`src/rtl/fb_write_buffer_pkg.sv`:
```
// Shared framebuffer constants, FSM state encoding and fragment record type.
package fb_pkg;
  localparam int unsigned FB_WIDTH  = 640;
  localparam int unsigned FB_HEIGHT = 480;
  localparam int unsigned FB_PIXELS = FB_WIDTH * FB_HEIGHT;
  localparam int unsigned FB_ADDR_W = 19;

  localparam logic [1:0] ST_IDLE   = 2'd0;
  localparam logic [1:0] ST_ACTIVE = 2'd1;
  localparam logic [1:0] ST_FLUSH  = 2'd2;
  localparam logic [1:0] ST_DONE   = 2'd3;

  typedef struct packed {
    logic [FB_ADDR_W-1:0] addr;
    logic                 color;
  } frag_t;
endpackage

```
`src/rtl/fb_write_buffer_if.sv`:
```
// Fragment stream in and framebuffer write port out; the buffer is the slave side.
interface fb_write_buffer_if #(
  parameter int unsigned ADDR_W = 19
);
  logic              frag_valid;
  logic              frag_ready;
  logic [ADDR_W-1:0] FB_addr;
  logic              color_in;
  logic              finish_in;
  logic              mem_we;
  logic [ADDR_W-1:0] mem_addr;
  logic              mem_wdata;
  logic              mem_ack;

  modport slave (
    input  frag_valid, FB_addr, color_in, finish_in, mem_ack,
    output frag_ready, mem_we, mem_addr, mem_wdata
  );

  modport master (
    output frag_valid, FB_addr, color_in, finish_in, mem_ack,
    input  frag_ready, mem_we, mem_addr, mem_wdata
  );
endinterface

```
`src/rtl/fb_write_buffer_frag_fifo.sv`:
```
// First-word-fall-through FIFO; head is valid whenever empty is low.
module frag_fifo #(
  parameter int unsigned DEPTH = 8,
  parameter int unsigned W     = 20
) (
  input  logic         clk,
  input  logic         rst,
  input  logic         push,
  input  logic [W-1:0] wdata,
  input  logic         pop,
  output logic         full,
  output logic         empty,
  output logic [W-1:0] head
);
  localparam int unsigned AW = $clog2(DEPTH);

  logic [W-1:0] mem_q [DEPTH];
  logic [AW:0]  wr_q, rd_q;

  // Extra wrap bit distinguishes full from empty when the index bits match.
  assign empty = (wr_q == rd_q);
  assign full  = (wr_q[AW-1:0] == rd_q[AW-1:0]) && (wr_q[AW] != rd_q[AW]);
  assign head  = mem_q[rd_q[AW-1:0]];

  always_ff @(posedge clk or negedge rst) begin
    if (!rst) begin
      wr_q <= '0;
      rd_q <= '0;
      for (int unsigned i = 0; i < DEPTH; i++) mem_q[i] <= '0;
    end else begin
      if (push && !full) begin
        mem_q[wr_q[AW-1:0]] <= wdata;
        wr_q                <= wr_q + 1'b1;
      end
      if (pop && !empty) rd_q <= rd_q + 1'b1;
    end
  end
endmodule

```
`src/rtl/fb_write_buffer.sv`:
```
// Buffers line-drawing fragments, clips off-screen addresses and drains them to
// the framebuffer write port; signals done once a finished line is fully written.
module fb_write_buffer #(
  parameter int unsigned DEPTH     = 8,
  parameter int unsigned ADDR_W    = 19,
  parameter int unsigned FB_PIXELS = 307200,
  parameter int unsigned CNT_W     = 16
) (
  input  logic               clk,
  input  logic               rst,
  fb_write_buffer_if.slave   bus,
  input  logic               clr_cnt,
  output logic               busy,
  output logic               done,
  output logic [CNT_W-1:0]   pixel_count,
  output logic [CNT_W-1:0]   clip_count
);
  import fb_pkg::ST_IDLE;
  import fb_pkg::ST_ACTIVE;
  import fb_pkg::ST_FLUSH;
  import fb_pkg::ST_DONE;

  localparam int unsigned DW = ADDR_W + 1;

  logic             full, empty;
  logic [DW-1:0]    head;
  logic             accept, in_range, push, clip, pop, rise;
  logic [1:0]       state_q, state_d;
  logic             fin_q;
  logic [CNT_W-1:0] pix_q, clip_q;

  // frag_ready depends only on registered occupancy, never on mem_ack.
  assign bus.frag_ready = !full;
  assign accept         = bus.frag_valid && !full;
  assign in_range       = 32'(bus.FB_addr) < FB_PIXELS;
  assign push           = accept && in_range;
  assign clip           = accept && !in_range;
  assign pop            = !empty && bus.mem_ack;
  assign rise           = bus.finish_in && !fin_q;

  assign bus.mem_we                  = !empty;
  assign {bus.mem_addr, bus.mem_wdata} = head;

  frag_fifo #(
    .DEPTH (DEPTH),
    .W     (DW)
  ) u_fifo (
    .clk   (clk),
    .rst   (rst),
    .push  (push),
    .wdata ({bus.FB_addr, bus.color_in}),
    .pop   (pop),
    .full  (full),
    .empty (empty),
    .head  (head)
  );

  // A rise seen together with a line's first accept closes that line at once,
  // otherwise the consumed edge would leave it stuck in ACTIVE.
  always_comb begin
    state_d = state_q;
    case (state_q)
      ST_IDLE:   if (rise) state_d = ST_FLUSH;
                 else if (accept) state_d = ST_ACTIVE;
      ST_ACTIVE: if (rise) state_d = ST_FLUSH;
      ST_FLUSH:  if (empty && !push) state_d = ST_DONE;
      ST_DONE:   if (rise) state_d = ST_FLUSH;
                 else if (accept) state_d = ST_ACTIVE;
                 else state_d = ST_IDLE;
      default:   state_d = ST_IDLE;
    endcase
  end

  always_ff @(posedge clk or negedge rst) begin
    if (!rst) begin
      state_q <= ST_IDLE;
      fin_q   <= 1'b0;
    end else begin
      state_q <= state_d;
      fin_q   <= bus.finish_in;
    end
  end

  always_ff @(posedge clk or negedge rst) begin
    if (!rst) begin
      pix_q  <= '0;
      clip_q <= '0;
    end else if (clr_cnt) begin
      pix_q  <= '0;
      clip_q <= '0;
    end else begin
      if (pop)  pix_q  <= pix_q + 1'b1;
      if (clip) clip_q <= clip_q + 1'b1;
    end
  end

  assign busy        = (state_q == ST_ACTIVE) || (state_q == ST_FLUSH);
  assign done        = (state_q == ST_DONE);
  assign pixel_count = pix_q;
  assign clip_count  = clip_q;
endmodule

```
`src/flat_wrapper.sv`:
```
// flat-port wrapper written by rule: the top's interface ports become plain ports
module fb_write_buffer_flat import fb_pkg::ST_IDLE; import fb_pkg::ST_ACTIVE; import fb_pkg::ST_FLUSH; import fb_pkg::ST_DONE;
#(
  parameter int unsigned DEPTH     = 8,
  parameter int unsigned ADDR_W    = 19,
  parameter int unsigned FB_PIXELS = 307200,
  parameter int unsigned CNT_W     = 16
)
  (clk, rst, clr_cnt, busy, done, pixel_count, clip_count, bus_frag_valid, bus_FB_addr, bus_color_in, bus_finish_in, bus_mem_ack, bus_frag_ready, bus_mem_we, bus_mem_addr, bus_mem_wdata);
  fb_write_buffer_if #(.ADDR_W(ADDR_W)) bus_i ();
  input  logic clk;
  input  logic rst;
  input  logic clr_cnt;
  output logic busy;
  output logic done;
  output logic [CNT_W-1:0] pixel_count;
  output logic [CNT_W-1:0] clip_count;
  input wire logic [$bits(bus_i.frag_valid)-1:0] bus_frag_valid;
  input wire logic [$bits(bus_i.FB_addr)-1:0] bus_FB_addr;
  input wire logic [$bits(bus_i.color_in)-1:0] bus_color_in;
  input wire logic [$bits(bus_i.finish_in)-1:0] bus_finish_in;
  input wire logic [$bits(bus_i.mem_ack)-1:0] bus_mem_ack;
  output wire logic [$bits(bus_i.frag_ready)-1:0] bus_frag_ready;
  output wire logic [$bits(bus_i.mem_we)-1:0] bus_mem_we;
  output wire logic [$bits(bus_i.mem_addr)-1:0] bus_mem_addr;
  output wire logic [$bits(bus_i.mem_wdata)-1:0] bus_mem_wdata;
  assign bus_i.frag_valid = bus_frag_valid;
  assign bus_i.FB_addr = bus_FB_addr;
  assign bus_i.color_in = bus_color_in;
  assign bus_i.finish_in = bus_finish_in;
  assign bus_i.mem_ack = bus_mem_ack;
  assign bus_frag_ready = bus_i.frag_ready;
  assign bus_mem_we = bus_i.mem_we;
  assign bus_mem_addr = bus_i.mem_addr;
  assign bus_mem_wdata = bus_i.mem_wdata;
  fb_write_buffer #(.DEPTH(DEPTH), .ADDR_W(ADDR_W), .FB_PIXELS(FB_PIXELS), .CNT_W(CNT_W)) u_core (.clk(clk), .rst(rst), .bus(bus_i), .clr_cnt(clr_cnt), .busy(busy), .done(done), .pixel_count(pixel_count), .clip_count(clip_count));
endmodule
```
`config.mk`:
```
export PLATFORM = sky130hd
export DESIGN_NAME = fb_write_buffer_flat
export DESIGN_NICKNAME = d
export VERILOG_FILES = /design/src/rtl/fb_write_buffer_pkg.sv /design/src/rtl/fb_write_buffer_if.sv /design/src/rtl/fb_write_buffer_frag_fifo.sv /design/src/rtl/fb_write_buffer.sv /design/src/flat_wrapper.sv
export SDC_FILE = /design/constraint.sdc
export NUM_CORES = 1
export LEC_CHECK = 0
export CAP_MARGIN = 20
export CORE_MARGIN = 2
export CORE_UTILIZATION = 55
export DETAILED_ROUTE_END_ITERATION = 7
export GPL_TIMING_DRIVEN = 0
export PLACE_DENSITY = 0.88
export SYNTH_ARGS = -nofsm -noshare
export SYNTH_HDL_FRONTEND = slang
export SYNTH_HIERARCHICAL = 1
export SYNTH_SLANG_ARGS = --single-unit
```
`constraint.sdc`:
```
create_clock -name clk -period 5.31 [get_ports clk]
set_input_delay 1.062 -clock clk [delete_from_list [all_inputs] [get_ports clk]]
set_output_delay 1.062 -clock clk [all_outputs]
set_load 0.02 [all_outputs]
```
# [Yosys cells after proc, flatten, opt, wreduce, memory -nomap -nowiden]
# Index checks and enable logic that the tools add are counted.
[totals] register_bits=203
[classes] n_eq_ne=9 order_cmp=4 bitwise_logic=2 n_reduce_logical=20 addsub=4 mux=17
[op_table] operator="160-bit bitwise mux" count=1
[op_table] operator="16-bit 2-to-1 mux" count=4
[op_table] operator="20-bit binary-select mux with 3-bit select" count=1
[op_table] operator="20-bit demux with 3-bit select" count=1
[op_table] operator="20-bit 2-to-1 mux" count=3
[op_table] operator="16-bit by 1-bit adder with 16-bit output (second input constant)" count=2
[op_table] operator="19-bit less-than comparator (second input constant)" count=1
[op_table] operator="1-bit logical AND" count=10
[op_table] operator="2-bit 2-to-1 mux" count=5
[op_table] operator="4-bit by 1-bit adder with 4-bit output (second input constant)" count=2
[op_table] operator="4-bit greater-or-equal comparator (second input constant)" count=2
[op_table] operator="3-bit inverter with 4-bit output" count=2
[op_table] operator="2-bit case mux with 4 select lines" count=1
[op_table] operator="1-bit zero test" count=5
[op_table] operator="2-bit == test (second input constant)" count=2
[op_table] operator="4-bit == test" count=1
[op_table] operator="4-bit by 1-bit less-than comparator with 1-bit output (second input constant)" count=1
[op_table] operator="2-bit by 1-bit inequality test with 1-bit output (second input constant)" count=2
[op_table] operator="2-bit nonzero test" count=2
[op_table] operator="3-bit == test" count=1
[op_table] operator="3-bit by 1-bit inequality test with 1-bit output (second input constant)" count=1
[op_table] operator="3-bit AND reduction" count=1
[op_table] operator="2-bit by 1-bit == test with 1-bit output (second input constant)" count=1
[op_table] operator="2-bit zero test" count=1
[op_table] operator="3 further kinds" count=3

# [Depth between registers and ports, before layout]
[logic_depth] depth_word=9 depth_mapped=10 mapped_depth_nobuf=8

# [Hierarchy]
# Netlist, hierarchy kept.
[modules_own_cells] mod="frag_fifo" cells_each=460 seq_area_each_um2=4204.0 n_inst=1 area_per_inst_um2=7624.8
[modules_own_cells] mod="fb_write_buffer" cells_each=197 seq_area_each_um2=875.8 n_inst=1 area_per_inst_um2=1970.6

# [Worst setup path before layout]
# Ideal clock, no wire load.
[synth_path] kind="input to register" startpoint="in bus_FB_addr[14]" endpoint="reg u_core/u_fifo/mem_q[10] (netlist name)" path_slack_ns=2.410 required_ns=5.185 setup_time_ns=0.125 cell_stages=7 t_arrival_ns=2.775 cell_sequence="a211oi_2 nand2_1 a21oi_1 nand3_1 nor3b_1 buf_2 mux2_2"
[synth_via] elab_chain_len=3
[synth_lines] element="start, declared" line="flat_wrapper.sv:19" text="input wire logic [$bits(bus_i.FB_addr)-1:0] bus_FB_addr;"
[synth_lines] element="19-bit less-than comparator" line="fb_write_buffer.sv:35" text="assign in_range = 32'(bus.FB_addr) < FB_PIXELS;"
[synth_lines] element="1-bit logical AND" line="fb_write_buffer.sv:36" text="assign push = accept && in_range;"
[synth_lines] element="named net u_core.push" line="fb_write_buffer.sv:27" text="logic accept, in_range, push, clip, pop, rise;"
[synth_lines] element="1-bit logical AND" line="fb_write_buffer_frag_fifo.sv:31" text="if (push && !full) begin"
[synth_lines] element="end signal, assigned by index" line="fb_write_buffer_frag_fifo.sv:32" text="mem_q[wr_q[AW-1:0]] <= wdata;"
[synth_lines] element="end, declared" line="fb_write_buffer_frag_fifo.sv:17" text="logic [W-1:0] mem_q [DEPTH];"
# The timed path passes the listed nets, and every way through them passes these cells.
# A chain may end at the register's enable or synchronous reset.

# [Final worst setup path]
[layout_path] startpoint="reg u_core.u_fifo.wr_q[1]" endpoint="out bus_mem_we"
[layout_via] elab_chain_len=2
[layout_lines] element="start, declared" line="fb_write_buffer_frag_fifo.sv:18" text="logic [AW:0] wr_q, rd_q;"
[layout_lines] element="start signal, assigned" line="fb_write_buffer_frag_fifo.sv:33" text="wr_q <= wr_q + 1'b1;"
[layout_lines] element="4-bit == test" line="fb_write_buffer_frag_fifo.sv:21" text="assign empty = (wr_q == rd_q);"
[layout_lines] element="named net u_core.empty" line="fb_write_buffer.sv:25" text="logic full, empty;"
[layout_lines] element="1-bit zero test" line="fb_write_buffer.sv:41" text="assign bus.mem_we = !empty;"
[layout_lines] element="end, declared" line="flat_wrapper.sv:24" text="output wire logic [$bits(bus_i.mem_we)-1:0] bus_mem_we;"
# The timed path passes the listed nets, and every way through them passes these cells.

==> metrics.yaml <==
cts_tree: "done"
place_ws_ps: 1162
setup_tns_ps: 0
hold_start: "u_core/u_fifo/wr_q[3]"
final_cell_mix: "dfrtp_1, mux2_2, clkdlybuf4s50_1"
clockBufferDepth: 3
syn2layout_area_growth_pct: 19.45
cp-startpoint: "u_core/u_fifo/wr_q[1]"
clock-sinks: 203
crit_arrival_ps: 3050
remaining_drc_errors: 0
cts_made_buffers: 22
ios: 82
cap_violations: 0
worstPathRequired_ps: 4250
grt_use_total_pct: 23.84
whs_ps: 494.5
wl_per_cell_um: 21.63
hold_path_class: "flip-flop to flip-flop"
status: "completed"
fp.dieW_um: 136.1
root_buffer: "clkbuf_16"
path_class: "flip-flop to primary output"
grt-ovfl-total: 0
cp-end-kind: "primary output"
htreeDepth: 1
path_cells: "clkbuf_1, xor2_1, nor4_1, inv_1, clkdlybuf4s50_1"
setup_viol: 0
port_buffers: 81
start_util_pct: 55.86
mostFrequentLayoutCell: "dfrtp_1"
postRouteAntennaNets: 0
routed_via_density: 6.052
yosysUniqueCellTypes: 49
core_area_um2: 17180
nets: 798
yosysTopAreaCell: "dfrtp_1"
ys_ff_latch: 203
synth_area_leaders: "dfrtp_1, mux2_2, mux4_2, xor2_1, ha_1"
post_cts_buffers: 0
synth_area_per_cell_um2: 14.60
async_flop_share_pct: 100.0
drtIter0Drc: 337
fin_worst_skew_ps: 7.680
reg2reg_from: "u_core/u_fifo/wr_q[0]"
finalInstanceArea_um2: 11460
slew_headroom_pct: 32.18
netlist_area_um2: 9595
slowest_delay_ps: 890
report.final.slew_viol_count: 0
yosys_warnings: 6
finalWeightedCongestion: 0.8560
grt_pass1_wl_mm: 34.31
via_count: 6076
grt_start_max_net_pins: 111
fp-row-count: 48
synth-edff-count: 0
antenna_found_initial: 0
place_area_um2: 10720
final_layout_size_suffix_gt1_share_pct: 38.51
final_core_util_pct: 66.73
post-route-period-util_pct: 77.45
syn_nets: 692
ir_drop_uv: 372.4
slowest_stage: "nor4_1"
startpoint_type: "flip-flop"
leakage_nw: 4.891
insertion_delay_ps: 490
die_y_um: 136.1
powerDensity_nw_per_um2: 615.2
r2r_slack_ps: 2050
syn-instance-count: 657
clk_pin_slew_ps: 60
yosysTopAreaCellShare_pct: 52.94
hold_viol: 0
dieArea_um2: 18520
post_cts_resized: 0
seq_area_frac_synth_pct: 52.94
max_slew.worst_pin.slew_ps: 1008
place_hpwl_mm: 13.98
rsz0062_at_grt: "no"
first_pass_iters: 4
critPathMaxFanout: 10
ctsHoldBuffers: 0
synth_top_flop_cell: "dfrtp_1"
grt_pass1_vias: 6596
routed_wl_mm: 21.72
finalWorstSetupSlack_ps: 1197
fmax_mhz: 243.1
period_minus_slack_ps: 4113
insertedDiodeCount: 0
[area by class of cell]
| cell class | instances | area [um2] |
|---|---|---|
| clock buffer | 36 | 694.4 |
| tap | 225 | 281.5 |
| timing repair buffer | 82 | 843.3 |
| fill | 1137 | 5714 |
| buffer | 39 | 210.2 |
| multi-input combinational | 404 | 4264 |
| sequential | 203 | 5080 |
| inverter | 11 | 41.29 |
| clock inverter | 4 | 47.55 |
[sequential cells by signal, summed over array words and instances (netlist names)]
register	count
u_core/u_fifo/wr_q	4
u_core/u_fifo/mem_q	160
u_core/u_fifo/rd_q	4
u_core/clip_count	16
u_core/state_q	2
u_core/fin_q	1
u_core/pixel_count	16
[power by group]
part | internal [mW] | switching [mW]
Sequential | 2.19 | 0.345
Clock | 0.939 | 0.589
Combinational | 1.68 | 1.31
[kinds of logic after synthesis]
| group | count (synthesis) | synth area share [%] |
|---|---|---|
| AO/OA/AOI/OAI | 41 | 2.777 |
| XOR/XNOR | 28 | 2.556 |
| adder cells (fa/ha/maj) | 9 | 1.174 |
| buffers and inverters | 50 | 2.621 |
| flip-flops | 203 | 52.94 |
| multiplexers | 227 | 31.35 |
| AND/OR/NAND/NOR | 99 | 6.585 |
[path summary, 6_finish.rpt]
kind | end | depth (start not counted)
max | bus_mem_we | 5
min | u_core/u_fifo/wr_q[3] | 1
max reg2reg | u_core/u_fifo/mem_q[15] | 10
min reg2reg | u_core/u_fifo/wr_q[3] | 1
max in group asynchronous | u_core/u_fifo/mem_q[122] | 2
min in group asynchronous | u_core/u_fifo/mem_q[152] | 1
[worst max-delay path: cells and delay by family (launching register included)]
family,cells,cell delay (ps)
flops,1,390
buf+inv,3,1120
simple gates,1,890
xor+xnor,1,160
[synthesized netlist by cell type (3+ instances only)]
| library cell | count |
|---|---|
| o21ai_0 | 6 |
| or3_1 | 4 |
| a21oi_1 | 18 |
| nand2_1 | 13 |
| dfrtp_1 | 203 |
| clkbuf_1 | 11 |
| xor2_1 | 18 |
| inv_1 | 10 |
| xnor2_1 | 10 |
| nand4_1 | 8 |
| nor2_1 | 21 |
| o31ai_1 | 11 |
| nand3_1 | 11 |
| buf_4 | 4 |
| buf_2 | 20 |
| ha_1 | 9 |
| nor2b_1 | 5 |
| or4_1 | 11 |
| buf_6 | 3 |
| mux2_2 | 182 |
| and3_1 | 3 |
| mux4_2 | 40 |
[metrics by stage]
stage | std cells | power (mW)
3_5_place_dp | 964 | 5.531
2_1_floorplan | 657 | 4.543
3_3_place_gp | 963 | 5.334
5_1_grt | 1004 | 7.396
6_report | 1004 | 7.051
4_1_cts | 1004 | 7.092
[layer usage]
layer / routed length (um) / global-route usage, % / up-vias
met5: 0 / 0 / -
met4: 455 / 7.755 / 0
met3: 1180 / 3.468 / 36
met2: 11070 / 40.45 / 191
met1: 9004 / 31.86 / 3192
li1: - / - / 2657
(Power assumes the default switching activity.)
==> RTL change: new RTL, same flow settings <==
Register the output `pixel_count` once more; this adds one clock of latency there. The other outputs are not delayed to match.
--- a/src/rtl/fb_write_buffer.sv
+++ b/src/rtl/fb_write_buffer.sv
@@ -96,7 +96,9 @@
 
   assign busy        = (state_q == ST_ACTIVE) || (state_q == ST_FLUSH);
   assign done        = (state_q == ST_DONE);
-  assign pixel_count = pix_q;
+  always_ff @(posedge clk) begin
+    pixel_count <= pix_q;
+  end
   assign clip_count  = clip_q;
 endmodule
 
Function: changed (Yosys sat finds a counterexample within 4 cycles, from zero or initial values and one cycle with rst low).
==> RTL change against the unedited design <==
- critical path depth unchanged
- area after synthesis increased by 2.9%
- setup slack improved by 0.11 ns
- sequential cell count rose by 16
- critical endpoint is now bus_mem_addr[18]
- largest cell class unchanged
- sequential power increased by 5%
- wire length is 2.3% lower
- cell area up 1.8%
- final cell count is 1.7% higher
- total power rose by 0.62%
==> RTL change: results (changes against the unedited design) <==
Post-Route WL 21200 um (-2.3%); cts repair resizes 0 (unchanged); vias in the first global route 6531 (-0.99%); worst skew pair latency 0.51 ns (+0.02 ns); Area contributors post-synth dfrtp_1, mux2_2, mux4_2; DP HPWL 14000 um (about the same); gp weighted congestion 0.810 (-5.4%); Layout Skew 0.00849 ns (+0.000812 ns); Async SR Flop Fraction 0.927 (-0.0731); # DRC 0 (unchanged); number of flip-flops under the largest register name 160 (unchanged); Total GRT Usage 0.235 (-0.00372); initial antenna violation count 0 (unchanged); post-CTS setup buffer count 0 (unchanged); drt pass-1 iters 5 (+1); register area share after synthesis 0.547 (+0.0177); CTS buffer count 23 (+4.5%); Syn Nets 711 (+2.7%); port buffer count 80 (-1.2%); Post-Place Cell Area 11000 um^2 (+2.5%); Worst Path Arrival 2.94 ns (-0.11 ns); first-pass GRT wire length 34500 um (+0.62%); diodes inserted 0 (unchanged); Via Count 6101 (+0.41%); H-tree depth 1 (unchanged); Cells after DPL 982 (+1.9%); worst vdd ir 0.566 mV (+52%); post-synth cell types 49 (unchanged); Final Non-Filler Cells 1021 (+1.7%); worst-margin pin slew 0.883 ns (-0.125 ns); ratio of cells with drive above 1 in the final layout 0.367 (-0.0183); NumNets Final 817 (+2.4%); status completed; DRT iter0 DRCs 431 (+28%); Leak 4.93 nW (+0.79%); root buf cell clkbuf_16; Biggest register u_core/u_fifo/mem_q; FILL cells 1172 (+3.1%); clock buffer depth 3 (unchanged); most common library cells after synthesis dfrtp_1, mux2_2, mux4_2; largest net degree at the start of global routing 108 (-2.7%); cells after synthesis 676 (+2.9%)
==> RTL change: stage by stage <==
step | setup TNS, ns | utilization | worst slack, ns | hold slack (ns) | power (mW)
floorplan | 0 | - | 2.35 | 0.355 | 4.66
global placement | -886.58 | 0.629 | -4.38 | 0.384 | 5.45
detailed placement | 0 | 0.631 | 1.05 | 0.401 | 5.64
CTS | 0 | 0.670 | 1.29 | 0.418 | 7.14
global route | 0 | 0.670 | 1.03 | 0.425 | 7.47
finish | 0 | 0.670 | 1.31 | 0.411 | 7.09
==> RTL change: final cells by class <==
cell class,instances,share of cell area
buffer,41,0.0194
clock buffer,36,0.0569
clock inverter,3,0.00204
inverter,10,0.00322
multi-input combinational,406,0.360
sequential,219,0.463
tap,225,0.0241
timing repair buffer,81,0.0714
==> RTL change: kinds of logic after synthesis <==
logic type	count (synthesis)	synth area share
AO/OA/AOI/OAI	46	0.0280
XOR/XNOR	28	0.0248
adder cells (fa/ha/maj)	9	0.0114
buffers and inverters	51	0.0267
flip-flops	219	0.547
multiplexers	226	0.304
AND/OR/NAND/NOR	97	0.0583
==> RTL change: worst paths after layout <==
check / to / start / cells past startpoint / slack, ns
worst max-delay path: bus_mem_addr[18] / u_core/u_fifo/rd_q[1] / 5 / 1.31
worst min-delay path: u_core/pixel_count[15] / u_core/pix_q[15] / 0 / 0.41
worst max register to register: u_core/u_fifo/mem_q[13] / u_core/u_fifo/rd_q[0] / 10 / 2.21
worst min register to register: u_core/pixel_count[15] / u_core/pix_q[15] / 0 / 0.41
max in group asynchronous: u_core/pix_q[10] / rst / 2 / 3.77
min in group asynchronous: u_core/u_fifo/mem_q[111] / rst / 1 / 0.57
==> RTL change: metal layers <==
layer	GRT usage	routed length (um)	part of all wire
met5	0	0	0
met4	0.0652	425	0.020
met3	0.0369	949	0.045
met2	0.390	10800	0.51
met1	0.325	9060	0.43
==> RTL change: critical path, cell delays in order (launching register included) <==
cell             delay (ns)
dfrtp_1                0.36
buf_4                  0.18
clkbuf_1               0.62
mux4_2                 0.42
mux2_2                 0.31
clkdlybuf4s50_1        0.54
==> RTL change: report_power, final <==
group | total, mW | leakage (nW) | switching (mW) | internal (mW)
logic | 2.95 | 1.92 | 1.28 | 1.67
registers | 2.66 | 2.67 | 0.343 | 2.32
clock network | 1.48 | 0.336 | 0.623 | 0.857
total | 7.09 | 4.93 | 2.25 | 4.85
